$ cat src/rtl/fft_sched.sv
// Round-robin scheduler that shares one spectrum engine between NUM_CH ADC channels,
// tracks the peak magnitude bin of each run and recovers a hung engine by watchdog.
module fft_sched #(
    parameter int NUM_CH         = 4,
    parameter int FFT_SIZE       = 2048,
    parameter int TIMEOUT_CYCLES = 1_000_000
) (
    input  logic                 clk,
    input  logic                 rst,
    input  logic [NUM_CH-1:0]    ch_req,
    input  logic [16*NUM_CH-1:0] ch_adc_data,
    input  logic [NUM_CH-1:0]    ch_adc_valid,
    output logic [NUM_CH-1:0]    ch_grant,
    output logic [NUM_CH-1:0]    ch_done,
    output logic                 fft_rst_n,
    output logic                 fft_enable,
    output logic [15:0]          fft_adc_input,
    output logic                 fft_adc_valid,
    input  logic [27:0]          fft_magnitude,
    input  logic [10:0]          fft_bin_index,
    input  logic                 fft_magnitude_valid,
    input  logic                 fft_processing_done,
    output logic [2:0]           peak_ch,
    output logic [10:0]          peak_bin,
    output logic [27:0]          peak_mag,
    output logic                 peak_valid,
    output logic                 timeout_err
);

    localparam int CH_W = (NUM_CH > 1) ? $clog2(NUM_CH) : 1;
    localparam int WD_W = $clog2(TIMEOUT_CYCLES + 1);
    localparam logic [WD_W-1:0] WD_LAST   = WD_W'(TIMEOUT_CYCLES - 1);
    localparam logic [11:0]     BIN_LIMIT = 12'(FFT_SIZE / 2);

    typedef enum logic [2:0] {IDLE, RUN, DRAIN, RECOVER, RESULT} state_t;

    state_t            state;
    state_t            next_state;
    logic [CH_W-1:0]   grant_idx;
    logic [CH_W-1:0]   last_grant;
    logic [CH_W-1:0]   win_idx;
    logic [WD_W-1:0]   watchdog;
    logic              rec_cnt;
    logic              aborted;
    logic [27:0]       run_mag;
    logic [10:0]       run_bin;
    logic              bin_in_range;

    // First requester found scanning from last+1 with wraparound.
    function automatic logic [CH_W-1:0] rr_pick(input logic [NUM_CH-1:0] req,
                                                input logic [CH_W-1:0]   last);
        logic [CH_W-1:0] pick;
        pick = '0;
        for (int i = NUM_CH; i >= 1; i--) begin
            if (req[(int'(last) + i) % NUM_CH])
                pick = CH_W'((int'(last) + i) % NUM_CH);
        end
        return pick;
    endfunction

    assign win_idx      = rr_pick(ch_req, last_grant);
    assign bin_in_range = (fft_bin_index != 11'd0) && ({1'b0, fft_bin_index} < BIN_LIMIT);

    // NOTE: sequential state uses non-blocking assignments so every register
    // samples the pre-edge values regardless of statement order.
    always_ff @(posedge clk) begin
        if (rst) state <= IDLE;
        else     state <= next_state;
    end

    // NOTE: every always_comb output gets a default first, so no path infers a latch.
    always_comb begin
        next_state = state;
        case (state)
            IDLE:    if (|ch_req) next_state = RUN;
            RUN: begin
                if (fft_processing_done)   next_state = DRAIN;
                else if (watchdog == WD_LAST) next_state = RECOVER;
            end
            DRAIN:   if (!fft_processing_done) next_state = RESULT;
            RECOVER: if (rec_cnt) next_state = RESULT;
            RESULT:  next_state = IDLE;
            default: next_state = IDLE;
        endcase
    end

    always_comb begin
        fft_adc_input = '0;
        fft_adc_valid = 1'b0;
        ch_done       = '0;
        peak_valid    = 1'b0;
        timeout_err   = 1'b0;
        if (state == RUN) begin
            fft_adc_input = ch_adc_data[{grant_idx, 4'b0000} +: 16];
            fft_adc_valid = ch_adc_valid[grant_idx];
        end
        if (state == RESULT) begin
            ch_done     = ch_grant;
            peak_valid  = !aborted;
            timeout_err = aborted;
        end
    end

    always_ff @(posedge clk) begin
        if (rst) begin
            ch_grant   <= '0;
            grant_idx  <= '0;
            last_grant <= CH_W'(NUM_CH - 1);
            fft_enable <= 1'b0;
            fft_rst_n  <= 1'b0;
            watchdog   <= '0;
            rec_cnt    <= 1'b0;
            aborted    <= 1'b0;
            run_mag    <= '0;
            run_bin    <= '0;
            peak_ch    <= '0;
            peak_bin   <= '0;
            peak_mag   <= '0;
        end else begin
            // Engine reset is held low for exactly the cycles spent in RECOVER.
            fft_rst_n <= (next_state != RECOVER);
            case (state)
                IDLE: begin
                    if (|ch_req) begin
                        grant_idx  <= win_idx;
                        ch_grant   <= NUM_CH'(1) << win_idx;
                        fft_enable <= 1'b1;
                        watchdog   <= '0;
                        aborted    <= 1'b0;
                        run_mag    <= '0;
                        run_bin    <= '0;
                    end
                end
                RUN: begin
                    watchdog <= watchdog + 1'b1;
                    // Strict compare: with bins arriving in order, ties keep the lower bin.
                    if (fft_magnitude_valid && bin_in_range && (fft_magnitude > run_mag)) begin
                        run_mag <= fft_magnitude;
                        run_bin <= fft_bin_index;
                    end
                    if (fft_processing_done) begin
                        fft_enable <= 1'b0;
                    end else if (watchdog == WD_LAST) begin
                        fft_enable <= 1'b0;
                        aborted    <= 1'b1;
                        rec_cnt    <= 1'b0;
                    end
                end
                RECOVER: rec_cnt <= 1'b1;
                RESULT: begin
                    ch_grant   <= '0;
                    last_grant <= grant_idx;
                end
                default: ;
            endcase
            // Publish on entry to RESULT so the strobe and the data line up.
            if ((next_state == RESULT) && (state != RESULT) && !aborted) begin
                peak_ch  <= 3'(grant_idx);
                peak_bin <= run_bin;
                peak_mag <= run_mag;
            end
        end
    end

endmodule

$ cat config.mk
export PLATFORM = sky130hd
export DESIGN_NAME = fft_sched
export DESIGN_NICKNAME = d
export VERILOG_FILES = /design/src/rtl/fft_sched.sv
export SDC_FILE = /design/constraint.sdc
export NUM_CORES = 1
export LEC_CHECK = 0
export CAP_MARGIN = 20
export CORE_ASPECT_RATIO = 0.75
export CORE_UTILIZATION = 35
export DETAILED_ROUTE_END_ITERATION = 8
export SLEW_MARGIN = 20
export SYNTH_ARGS = -nofsm -noshare
export SYNTH_HDL_FRONTEND = slang
export SYNTH_SLANG_ARGS = --single-unit
$ cat constraint.sdc
create_clock -name clk -period 2.9 [get_ports clk]
set_input_delay 0.725 -clock clk [delete_from_list [all_inputs] [get_ports clk]]
set_output_delay 0.725 -clock clk [all_outputs]
set_load 0.01 [all_outputs]
==> results of run 1 <==
-- sequential cells by signal, indices dropped and copies added, names as in the netlist, 2 cells and up --
register,flops
watchdog,20
run_bin,11
peak_bin,11
peak_mag,28
state,3
grant_idx,2
last_grant,2
run_mag,28
peak_ch,2
ch_grant,4
-- per-stage QoR --
stage / setup WS, ps / util [%]
floorplan: 269.3 / -
global placement: -252.3 / 48.62
detailed placement: -265.5 / 48.62
CTS: 31.07 / 51.98
global route: 34.32 / 52.01
finish: 120.2 / 52.01
-- power by group --
part           total (W)  internal (W)  switching, W
Sequential       0.00164       0.00161     0.0000260
Clock            0.00199       0.00129      0.000693
Combinational   0.000737      0.000406      0.000332
-- critical path, stage by stage --
cell and delay, ps:
clkdlybuf4s50_1 430, mux4_2 460, and2_1 160, dlygate4sd2_1 270
-- final timing paths --
check | from | to | slack, ps
setup / recovery | ch_adc_data[15] | fft_adc_input[15] | 120
hold / removal | run_bin[10]$_SDFFE_PP0P_ | run_bin[10]$_SDFFE_PP0P_ | 440
setup reg to reg | run_mag[18]$_SDFFE_PP0P_ | run_bin[6]$_SDFFE_PP0P_ | 560
hold reg to reg | run_bin[10]$_SDFFE_PP0P_ | run_bin[10]$_SDFFE_PP0P_ | 440
-- cell families (layout without fill, tap and decap cells) --
family                     Yosys count  count (layout)  synth area share [%]
and+or+nand+nor                    319             319                 25.63
AOI/OAI and AO/OA                  107             107                 10.38
adders and majority gates           29              29                 6.057
DFF                                115             115                 38.43
buffers and inverters               73             270                 5.242
muxes                               63              63                 14.20
other                                1               1               0.06260
-- final cells by class --
type	count	share of cell area, %
Inverter	31	1.334
Sequential cell	115	26.40
Timing Repair Buffer	210	23.83
Multi-Input combinational cell	519	38.91
Clock inverter	5	0.5736
Clock buffer	24	5.865
Tap cell	215	3.083
-- placed cells by master, fill, tap and decap left out, types with 10 or more instances in the layout --
| cell type | netlist | routed |
|---|---|---|
| a21oi_1 | 69 | 69 |
| and2_1 | 19 | 19 |
| and3_1 | 10 | 10 |
| buf_4 | 4 | 21 |
| clkbuf_16 | 0 | 17 |
| clkdlybuf4s50_1 | 0 | 166 |
| dfxtp_1 | 115 | 114 |
| dlygate4sd2_1 | 0 | 17 |
| ha_1 | 29 | 29 |
| inv_1 | 31 | 31 |
| mux2i_1 | 40 | 40 |
| mux4_2 | 17 | 17 |
| nand2_1 | 147 | 147 |
| nand2b_1 | 44 | 44 |
| nand3_1 | 16 | 16 |
| nor2_1 | 35 | 34 |
| nor3_1 | 11 | 10 |
-- timing repair --
item	4_1_cts	5_1_grt
hold buffers	0	0
setup buffers	3	0
resized for setup	17	2
pin swaps	0	1
endpoints found under the setup margin	17	4
-- layer usage --
metal  GRT usage (%)  up-vias  part of all wire [%]
met3           4.448        6                   4.5
met5               0        -                     0
li1                -     2799                     -
met4           4.310        0                  0.48
met1           27.50     2489                    54
met2           27.46      115                    41
==> impl_metrics.toml, run 1 <==
[run_status]
outcome = "complete, but fails checks"
violations = "DRC"

[floorplanning]
fp-row-count = 41
ios = 186
die_w_um = 153.1
design.die.area_sq_mm = 0.01765
die-height_um = 115.3
start_util_pct = 35.71
design.core.area_sq_mm = 0.01677

[yosys]
postSynthCellCount = 707
synth.most_common_cell = "nand2_1"
synth_area_sq_mm = 0.005991
synth_top_cell_area_share_pct = 38.43
yosysWarnings = 0
ys_ff_latch = 115
synth.top_cells.by_count = "147 x nand2_1, 115 x dfxtp_1, 69 x a21oi_1"
synthTopCellsByArea = "dfxtp_1 38%, nand2_1 9.2%, mux2i_1 6.7%, mux4_2 6.4%, ha_1 6.1%"
ys_seq_area_share_pct = 38.43
synthFlopType = "dfxtp_1"
syn_area_per_cell_sq_um = 8.473
async_flop_share_pct = 0
yosys.area.top_type = "dfxtp_1"
synthDistinctLibCells = 45
synth_edf_count = 0
syn-num-nets = 851

[finish]
design_area_sq_mm = 0.008725
layout.cells.non_filler = 1119
area_delta_synth_final_pct = 45.63
num_antenna_cells = 0
multi_input_area_sq_mm = 0.003395
drive_gt1_share_pct = 9.735
nets = 1038
fillCellCount = 1632
final-seq-area_sq_mm = 0.002303

[detailed_routing]
avgViaCountPerCell = 4.834
drt-pass1-iter-count = 6
wl_mm = 16.03
wl_per_cell_um = 14.33
drc = 2
via_count = 5409
postRouteAntennaNets = 0
drt_iter0_markers = 248

[grt]
antenna_found_initial = 0
grt_max_degree = 66
grt_pass1_wl_mm = 26.34
grt_pass1_vias = 5135
grt-ovfl-total = 0
grt_util_all_layers_pct = 18.72

[cts]
cts_root_buffer = "clkbuf_16"
clk_latency_ps = 400
path_clk_slew_ps = 50
cts_made_buffers = 17
htreeDepth = 4
cts_buffer_depth = 2
cts.sinks = 115
cts_tree = "done"

[timing]
setup_violations = 0
min_period_ps = 2780
hold_viol_final = 0
worst_pin_slew_ps = 531.6
skew_ps = 12.47
drv_slew = 0
holdWs_ps = 439.1
fin_crit_sh_pct = 95.86
finalSetupTns_ps = 0
slew_headroom_pct = 64.56
fmax_mhz = 359.7
grt_setup_unrepaired = "no"

[min_path]
min_path_type = "flip-flop to flip-flop"
hold_depth = 2

[place]
post-place-cells = 1087
dp_hpwl_mm = 11.40
portBuffers = 184
placed_area_sq_mm = 0.008157
gp_congestion = 0.7824

[pwr]
p_per_area_mw_per_mm2 = 500.1
power_leakage_nw = 3.124
ir_worst_vdd_mv = 0.2988
total_power_w = 0.004363

[setup_path]
critPathKind = "input port to output port"
crit_fanout = 1
worstPathRequired_ps = 2170
r2r_cells = 9
critPathArrivalTime_ps = 2050
end_kind = "output port"
worstSetupStartpointType = "input port"

[job]
drv_cap = 0
No activity file was read; power rests on OpenSTA's default activity.
==> run 2: changes to the inputs <==
SLEW_MARGIN = 40   (was 20)
clock period = 3.5 ns   (was 2.9 ns; I/O delays follow)
==> impl_metrics.toml, run 2 (synthesis gave the netlist of run 1 again) <==
[detailed_routing]
drc = 0
wl_per_cell_um = 14.38
drt_iter0_markers = 266
postRouteAntennaNets = 0
met1_length_mm = 8.478
routed.top_layer = "met4"
drt-pass1-iter-count = 4
routed-wl-met2_mm = 6.498
wl_mm = 15.99
avgViaCountPerCell = 4.898
dr_wl_met3_um = 807
via_count = 5447

[setup_path]
r2r_cells = 9
cp_cell_sequence = "clkdlybuf4s50_1 > mux4_2 > and2_1 > clkdlybuf4s50_1"
crit_fanout = 1
critPathArrivalTime_ps = 2400
critPathKind = "input port to output port"
startpoint = "ch_adc_valid[3]"
cp.depth = 4
end_kind = "output port"
crit_top_cell = "clkdlybuf4s50_1"
r2r_start = "run_mag[27]$_SDFFE_PP0P_"
worstPathRequired_ps = 2620
worstSetupStartpointType = "input port"
reg2reg_setup_slack_ps = 1070
crit_family = "buffers and inverters"
cp_num_buf_inv = 2
r2r-end = "run_mag[14]$_SDFFE_PP0P_"
crit_path_max_incr_delay_ps = 490
setup.worst_path.end = "fft_adc_valid"
slowest_stage = "clkdlybuf4s50_1"

[finish]
num_antenna_cells = 0
final_cell_mix = "183 x clkdlybuf4s50_1, 147 x nand2_1, 115 x dfxtp_1"
design_area_sq_mm = 0.008678
drive_gt1_share_pct = 8.696
top_regs = "peak_mag (28), run_mag (28), watchdog (20)"
layout.cells.non_filler = 1112
nets = 1028
area_delta_synth_final_pct = 44.86
final_common_cell = "clkdlybuf4s50_1"

[timing]
fin_crit_sh_pct = 93.51
slew_headroom_pct = 51.72
finalSetupTns_ps = 0
fmax_mhz = 305.5
worst_pin_slew_ps = 717.5
drv_slew = 0
skew_ps = 7.571
min_period_ps = 3273
grt_setup_unrepaired = "no"
setup_violations = 0
hold_viol_final = 0

[place]
post-place-cells = 1080
portBuffers = 184
gp_congestion = 0.7756
dp_hpwl_mm = 11.26
placed_area_sq_mm = 0.008079

[cts]
cts_root_buffer = "clkbuf_16"
clk_latency_ps = 410
cts_tree = "done"
cts.sinks = 115
cts_hold_buf = 0
post_cts_buffers = 0
path_clk_slew_ps = 50
post_cts_resized = 0
cts_buffer_depth = 2
htreeDepth = 4
cts_made_buffers = 17

[floorplanning]
die_w_um = 153.1
design.die.area_sq_mm = 0.01765
start_util_pct = 35.71
design.core.area_sq_mm = 0.01677
die-height_um = 115.3
fp-row-count = 41
ios = 186

[pwr]
power_leakage_nw = 3.012
p_per_area_mw_per_mm2 = 430.3
ir_worst_vdd_mv = 0.2940
total_power_w = 0.003734

[min_path]
min_path_type = "flip-flop to flip-flop"

[grt]
grt-ovfl-total = 0
antenna_found_initial = 0
grt_pass1_wl_mm = 26.36
grt_pass1_vias = 5091
grt_max_degree = 42
grt_util_all_layers_pct = 18.72

[job]
drv_cap = 0

[run_status]
outcome = "finished clean"
-- run 2: cell types whose count changed in the layout (fill, tap and decap cells not counted), sizes merged --
cell	previous run	this run
clkinv	4	7
clkbuf	24	20
clkdlybuf4s50	166	183
bufinv	1	4
buf	27	17
dlygate4sd2	17	0
clkinvlp	0	1
-- run 2: worst min-delay path by stage --
stage / startpoint / slack, ps / endpoint / depth (start not counted)
floorplan: run_bin[10]$_SDFFE_PP0P_ / 410 / run_bin[10]$_SDFFE_PP0P_ / 2
global placement: run_bin[10]$_SDFFE_PP0P_ / 420 / run_bin[10]$_SDFFE_PP0P_ / 2
detailed placement: run_bin[10]$_SDFFE_PP0P_ / 420 / run_bin[10]$_SDFFE_PP0P_ / 2
CTS: run_bin[10]$_SDFFE_PP0P_ / 430 / run_bin[10]$_SDFFE_PP0P_ / 2
global route: peak_mag[13]$_SDFFE_PP0P_ / 470 / peak_mag[13]$_SDFFE_PP0P_ / 2
finish: run_bin[10]$_SDFFE_PP0P_ / 430 / run_bin[10]$_SDFFE_PP0P_ / 2
-- run 2: layout make-up --
type	instances	area [sq um]
flip-flops and latches	115	2302
inverters	31	116.4
clock buffers	20	436.7
fillers	1592	8097
repair buffers	200	1997
clock inverters	12	162.7
well taps	215	269.0
multi-input cells	519	3395
-- run 2: metrics by stage --
stage / setup slack [ps] / hold WS (ps) / util, %
floorplan: 719.3 / 409.9 / -
global placement: 142.9 / 419.7 / 48.16
detailed placement: 118.1 / 423.6 / 48.16
CTS: 204.2 / 430.8 / 51.73
global route: 125.5 / 468.1 / 51.73
finish: 227.2 / 430.4 / 51.73
-- run 2: worst reg2reg max path, delay by kind of cell, from the launching register on --
kind / cells / cell delay (ps)
simple gates: 4 / 1020
flops: 1 / 350
fa+ha+maj: 1 / 290
buf+inv: 2 / 280
compound gates: 1 / 210
mux: 1 / 200
-- run 2: metal layers --
| metal | vias up | GRT usage (%) |
|---|---|---|
| met4 | 0 | 5.724 |
| met3 | 17 | 4.561 |
| met5 | - | 0 |
| li1 | 2781 | - |
| met1 | 2518 | 27.23 |
| met2 | 131 | 27.06 |
-- run 2: power by group --
group	total, W	switching, W	internal (W)	leakage [nW]
logic	0.000593	0.000267	0.000325	1.79
registers	0.00136	0.0000217	0.00133	0.929
clock network	0.00178	0.000605	0.00118	0.297
==> run 3: changes to the inputs <==
--- a/config.mk
+++ b/config.mk
@@ -11,2 +11,3 @@
 export DETAILED_ROUTE_END_ITERATION = 8
+export HOLD_SLACK_MARGIN = 0.02
 export SLEW_MARGIN = 40
==> constraint.sdc (replaced) <==
create_clock -name clk -period 3.5 [get_ports clk]
set_input_delay 0.7 -clock clk [delete_from_list [all_inputs] [get_ports clk]]
set_output_delay 0.7 -clock clk [all_outputs]
set_load 0.01 [all_outputs]
==> impl_metrics.toml, run 3 (synthesis gave the netlist of run 1 again) <==
[setup_path]
crit_path_max_incr_delay_ps = 550
worstSetupStartpointType = "flip-flop"
crit_fanout = 18
cp_num_buf_inv = 2
end_kind = "output port"
cp_cell_sequence = "buf_4 > mux4_2 > and2_1 > clkdlybuf4s50_1"
slowest_stage = "mux4_2"
critPathArrivalTime_ps = 2320
critPathKind = "flip-flop to output port"
crit_family = "buffers and inverters"
worstPathRequired_ps = 2800

[floorplanning]
ios = 186
fp-row-count = 41
die_w_um = 153.1
design.die.area_sq_mm = 0.01765
start_util_pct = 35.71
design.core.area_sq_mm = 0.01677
die-height_um = 115.3

[finish]
nets = 1024
final_cell_mix = "183 x clkdlybuf4s50_1, 147 x nand2_1, 115 x dfxtp_1"
num_antenna_cells = 0
area_delta_synth_final_pct = 44.34
drive_gt1_share_pct = 8.296
top_regs = "peak_mag (28), run_mag (28), watchdog (20)"
final_common_cell = "clkdlybuf4s50_1"

[timing]
fin_crit_sh_pct = 86.20
worst_pin_slew_ps = 603.2
skew_ps = 7.712
setup_slack_ps = 483.1
grt_setup_unrepaired = "no"
fmax_mhz = 331.5
drv_slew = 0
setup_violations = 0
hold_viol_final = 0
finalSetupTns_ps = 0
min_period_ps = 3017
slew_headroom_pct = 59.79

[pwr]
ir_worst_vdd_mv = 0.3132
pwr-share-seq_pct = 36.2
combPwrFrac_pct = 15.7
power_leakage_nw = 2.988
p_switching_w = 0.0008960
p_sw_share_pct = 23.90
intPower_w = 0.002853
clkPwrFrac_pct = 48.1
p_per_area_mw_per_mm2 = 433.5

[detailed_routing]
postRouteAntennaNets = 0
via_count = 5377
wl_mm = 16.26
drt-pass1-iter-count = 4
avgViaCountPerCell = 4.857
wl_per_cell_um = 14.69
drc = 0
drt_iter0_markers = 288

[cts]
cts_made_buffers = 17
path_clk_slew_ps = 60
cts_root_buffer = "clkbuf_16"
cts_tree = "done"
cts_hold_buf = 0
clk_latency_ps = 410
cts.sinks = 115
post_cts_buffers = 0
htreeDepth = 4
cts_buffer_depth = 2
post_cts_resized = 0

[place]
gp_congestion = 0.8009
portBuffers = 184
dp_hpwl_mm = 11.40
dp_slack_ps = 222.4

[grt]
grt_pass1_vias = 5281
grt-ovfl-total = 0
grt_pass1_wl_mm = 27.14
grt_util_all_layers_pct = 19.30
grt_max_degree = 89
antenna_found_initial = 0

[run_status]
outcome = "finished clean"

[job]
drv_cap = 0

[min_path]
min_path_type = "flip-flop to flip-flop"
==> run 3: cell count changes in the layout (fill, tap and decap cells not counted) <==
cell / change
buf_12: -1
clkinvlp_4: +1
clkinv_2: -2
buf_6: +1
clkbuf_1: -1
clkbuf_8: +1
buf_4: -4
==> run 3: layer usage <==
metal	track usage (%)	part of all wire, %
met3	4.222	4.3
met4	5.118	0.89
met5	0	0
met2	28.19	41
met1	28.41	54
==> run 3: path summary, 6_finish.rpt <==
| path | slack, ps | cells after the start | startpoint | to |
|---|---|---|---|---|
| setup / recovery | 480 | 4 | grant_idx[0]$_SDFFE_PP0P_ | fft_adc_input[5] |
| hold / removal | 430 | 2 | run_bin[10]$_SDFFE_PP0P_ | run_bin[10]$_SDFFE_PP0P_ |
| setup reg to reg | 970 | 9 | run_mag[27]$_SDFFE_PP0P_ | run_bin[8]$_SDFFE_PP0P_ |
| hold reg to reg | 430 | 2 | run_bin[10]$_SDFFE_PP0P_ | run_bin[10]$_SDFFE_PP0P_ |
==> run 3: through the flow <==
stage                     area [sq um]  utilization (%)  total power (W)  hold WS [ps]  instances
after global placement            8036            47.91         0.001976         417.3       1076
final                             8647            51.55         0.003749         426.8       1107
after CTS                         8643            51.53         0.003792         427.4       1107
after detailed placement          8036            47.91         0.001976         419.1       1076
after floorplan                   5991                -         0.001692         409.9        707
after global routing              8647            51.55         0.003906         468.0       1107
==> run 3: worst register-to-register path, delay by kind of cell (launching register included) <==
family	cells	cell delay (ps)
fa+ha+maj	1	310
mux	1	220
buf+inv	2	270
flops	1	350
compound gates	1	180
simple gates	4	1120
==> run 3: layout make-up <==
class                           count  area, sq um
Clock buffer                       20        446.7
Clock inverter                     11        160.2
Fill cell                        1564         8128
Inverter                           31        116.4
Multi-Input combinational cell    519         3395
Sequential cell                   115         2302
Tap cell                          215        269.0
Timing Repair Buffer              196         1958
==> run 3: power by group through the flow <==
stage	combinational, W	sequential (W)	clock [W]
2_1_floorplan	0.000314	0.00138	0
3_3_place_gp	0.000592	0.00138	0
3_5_place_dp	0.000593	0.00138	0
4_1_cts	0.000597	0.00136	0.00184
5_1_grt	0.000648	0.00136	0.00190
6_report	0.000589	0.00136	0.00180
==> patch 1: new RTL, config.mk and constraints of run 3 <==
The parameter `NUM_CH` goes from 4 to 8.
--- a/src/rtl/fft_sched.sv
+++ b/src/rtl/fft_sched.sv
@@ -1,7 +1,7 @@
 // Round-robin scheduler that shares one spectrum engine between NUM_CH ADC channels,
 // tracks the peak magnitude bin of each run and recovers a hung engine by watchdog.
 module fft_sched #(
-    parameter int NUM_CH         = 4,
+    parameter int NUM_CH         = 8,
     parameter int FFT_SIZE       = 2048,
     parameter int TIMEOUT_CYCLES = 1_000_000
 ) (
Interface: changed (5 resized); port bits go from 186 to 266. The function was not compared with the original's and may differ.
==> patch 1 against run 3 <==
Wire length is 44% higher; utilization is 2.2 points higher; area after synthesis is 27% higher; critical path depth is 4 higher; worst setup slack worse by 0.24 ns; sequential cell count is 7 higher; clock skew hardly changed; final area is 32% higher; power is 17% higher; critical endpoint is now ch_grant[3]$_SDFFE_PP0P_.
==> patch 1: results <==
[placed_design]
place_congestion = 0.854
port_buffers = 265
hpwl_um = 17500
placed_area_mm2 = 0.0107

[drt]
wl_um = 23400
via_per_inst = 5.10
vias = 7190
drtIter0Drc = 540
drt_pass1_iterations = 5

[timing]
fin_worst_skew_ns = 0.00792
maxSlewHeadroom_pct = 50.7

[yosys]
ys_seq_area_share_pct = 32.0
yosysUniqueCellTypes = 60
syn_inst = 856
syn_nets = 1074

[run_status]
status = finished, final reports clean

[finish]
finish.net_count = 1327
drive_above_1_share_pct = 11.0

[global_routing]
grt_pass1_vias = 6620
grt_max_degree = 98
met1_usage_pct = 29.8
grt_first_pass_wirelength_um = 35900
use_met3_pct = 4.34

[setup_path]
critPathMaxStageDelay_ns = 0.69
slowest_stage = mux4_1

[power_and_ir_drop]
peakVddDrop_mv = 0.302
[patch 1: report_power, final]
part | switching (mW) | total (mW) | internal [mW]
Clock | 0.670 | 2.05 | 1.38
Combinational | 0.390 | 0.901 | 0.511
Sequential | 0.0230 | 1.44 | 1.41
Total | 1.08 | 4.39 | 3.31
[patch 1: final timing paths]
kind / from / slack (ns) / to / cells past startpoint
worst max register to register: last_grant[1]$_SDFFE_PP1P_ / 0.25 / ch_grant[3]$_SDFFE_PP0P_ / 8
worst min register to register: run_bin[6]$_SDFFE_PP0P_ / 0.44 / peak_bin[6]$_SDFFE_PP0P_ / 2
worst min-delay path: run_bin[6]$_SDFFE_PP0P_ / 0.44 / peak_bin[6]$_SDFFE_PP0P_ / 2
worst max-delay path: last_grant[1]$_SDFFE_PP1P_ / 0.25 / ch_grant[3]$_SDFFE_PP0P_ / 8
[patch 1: layer usage]
layer / part of all wire (%) / wire, µm
met2: 45 / 10500
met5: 0 / 0
met1: 50 / 11800
met4: 0.82 / 191
met3: 4.2 / 977
[patch 1: area by class of cell]
cell class / instances / area [µm²] / area share (%)
Sequential cell: 122 / 2440 / 21.4
Clock inverter: 13 / 239 / 2.09
Inverter: 39 / 146 / 1.28
Multi-Input combinational cell: 634 / 4840 / 42.4
Tap cell: 288 / 360 / 3.15
Clock buffer: 19 / 453 / 3.96
Timing Repair Buffer: 295 / 2940 / 25.8
[patch 1: kinds of logic (layout without fill, tap and decap cells)]
group	Yosys count	in the layout	synth area share [%]
AO/OA/AOI/OAI	149	149	11.9
XOR/XNOR	4	4	0.459
adder cells (fa/ha/maj)	31	31	5.08
buffers and inverters	100	366	5.10
flip-flops	122	122	32.0
multiplexers	113	113	23.0
AND/OR/NAND/NOR	337	337	22.4
==> patch 2: new RTL, config.mk and constraints of run 3 <==
Without the edit above. Register the output `timeout_err`, cleared by the reset; this adds one clock of latency there. The other outputs are not delayed to match.
--- a/src/rtl/fft_sched.sv
+++ b/src/rtl/fft_sched.sv
@@ -33,6 +33,8 @@
     localparam logic [11:0]     BIN_LIMIT = 12'(FFT_SIZE / 2);
 
     typedef enum logic [2:0] {IDLE, RUN, DRAIN, RECOVER, RESULT} state_t;
+
+    logic timeout_err_d;
 
     state_t            state;
     state_t            next_state;
@@ -89,7 +91,7 @@
         fft_adc_valid = 1'b0;
         ch_done       = '0;
         peak_valid    = 1'b0;
-        timeout_err   = 1'b0;
+        timeout_err_d = 1'b0;
         if (state == RUN) begin
             fft_adc_input = ch_adc_data[{grant_idx, 4'b0000} +: 16];
             fft_adc_valid = ch_adc_valid[grant_idx];
@@ -97,7 +99,7 @@
         if (state == RESULT) begin
             ch_done     = ch_grant;
             peak_valid  = !aborted;
-            timeout_err = aborted;
+            timeout_err_d = aborted;
         end
     end
 
@@ -162,5 +164,13 @@
         end
     end
 
+    always_ff @(posedge clk) begin
+        if (rst) begin
+            timeout_err <= '0;
+        end else begin
+            timeout_err <= timeout_err_d;
+        end
+    end
+
 endmodule
 
Function: no difference found for any inputs over 4 cycles, from zero or initial values and one cycle with rst high; that may be too few to reach the edited logic, so the function may still have changed.
==> patch 2 against run 3 <==
Sequential cell count increased by 1; area after synthesis grew 0.13%; register-to-register slack got worse by 0.11 ns; worst setup slack got worse by 0.016 ns; die area is 0.12% higher; power fell by 0.92%; cell count grew 0.54%; wire length fell by 1.5%; final area rose by 0.49%.
==> patch 2: results <==
[global_routing]
grt_first_pass_wirelength_um = 26800
grt_pass1_vias = 5163
track_usage_pct = 19.0
grt_max_degree = 62

[setup_path]
reg2reg_to = watchdog[19]$_SDFFE_PP0P_
worst-path-max-fanout = 17
r2r_cells = 6
slowest_stage = clkdlybuf4s50_1
r2r_slack_ns = 0.86
r2r-start = state[2]$_SDFF_PP0_

[hold_path]
hold_path_end = peak_bin[1]$_SDFFE_PP0P_
hold_start = run_bin[1]$_SDFFE_PP0P_

[run_status]
status = finished, final reports clean

[drt]
route.detailed.wl_per_inst_um = 14.4
wl_met1_um = 8290
wl_met3_um = 528
wl_met2_um = 7070
drtIter0Drc = 368
via_per_inst = 4.88

[timing]
fin_worst_skew_ns = 0.00946
finalHoldWorstSlack_ns = 0.447
tightest_slew_ns = 0.578

[yosys]
ys_top_cells_by_count = 140 x nand2_1, 116 x dfxtp_1, 70 x a21oi_1
ys_seq_area_share_pct = 38.7
ys_async_sr_fraction_pct = 0
avgSynthCellArea_um2 = 8.41
yosysUniqueCellTypes = 49
syn_nets = 857
synth.area.top_cells = dfxtp_1 39%, nand2_1 8.8%, mux4_2 6.4%, mux2i_1 6.3%, ha_1 6.0%

[finish]
nFillCells = 1588
reg_top3 = peak_mag x28, run_mag x28, watchdog x20
drive_above_1_share_pct = 8.02
finish.net_count = 1029

[placed_design]
hpwl_um = 11400
placedCellCount = 1081
place_congestion = 0.768
place_worst_setup_slack_ns = 0.317

[clock_network]
clockRootBuffer = clkbuf_16
cts_max_path_buffers = 2

[power_and_ir_drop]
leakagePower_nw = 3.26
patch 2: stage by stage:
step,power (mW),cell area (µm²)
finish,3.71,8690
global route,3.87,8690
CTS,3.75,8690
detailed placement,1.93,8070
global placement,1.93,8070
floorplan,1.66,6000
patch 2: final cells by class:
| type | count | area share, % |
|---|---|---|
| flip-flops and latches | 116 | 26.7 |
| clock buffers | 18 | 4.94 |
| inverters | 36 | 1.56 |
| repair buffers | 197 | 22.6 |
| multi-input cells | 517 | 39.0 |
| well taps | 215 | 3.10 |
| clock inverters | 14 | 2.15 |
patch 2: logic make-up after synthesis:
| family | count (synthesis) | synth area share (%) |
|---|---|---|
| compound gates | 118 | 11.5 |
| other cells | 1 | 0.0625 |
| simple gates | 311 | 25.2 |
| buf+inv | 80 | 5.21 |
| xor+xnor | 1 | 0.146 |
| mux | 57 | 13.1 |
| flops | 116 | 38.7 |
| fa+ha+maj | 29 | 6.05 |
patch 2: how the worst max path moves through the flow:
stage	slack, ns	to	cells past startpoint	startpoint
after detailed placement	0.32	run_mag[6]$_SDFFE_PP0P_	9	fft_magnitude[9]
after global routing	0.35	fft_adc_input[5]	4	state[2]$_SDFF_PP0_
after floorplan	0.70	run_mag[17]$_SDFFE_PP0P_	9	fft_magnitude[9]
final	0.47	fft_adc_input[5]	4	state[2]$_SDFF_PP0_
after global placement	0.32	run_mag[5]$_SDFFE_PP0P_	9	fft_magnitude[9]
after CTS	0.45	fft_adc_input[5]	4	state[2]$_SDFF_PP0_
patch 2: power breakdown:
group / internal [mW] / switching (mW) / total (mW)
registers: 1.34 / 0.0172 / 1.36
logic: 0.296 / 0.242 / 0.539
clock network: 1.19 / 0.629 / 1.82
total: 2.83 / 0.889 / 3.71
patch 2: critical path: cells and delay by family, from the launching register on:
family	cells	cell delay [ns]
buffers and inverters	2	0.80
and+or+nand+nor	2	0.66
DFF	1	0.46
patch 2: metal layers:
layer,vias to the layer above,global-route usage [%]
met3,15,4.56
met2,93,28.7
met1,2527,27.2
met4,0,4.92
met5,-,0
li1,2801,-
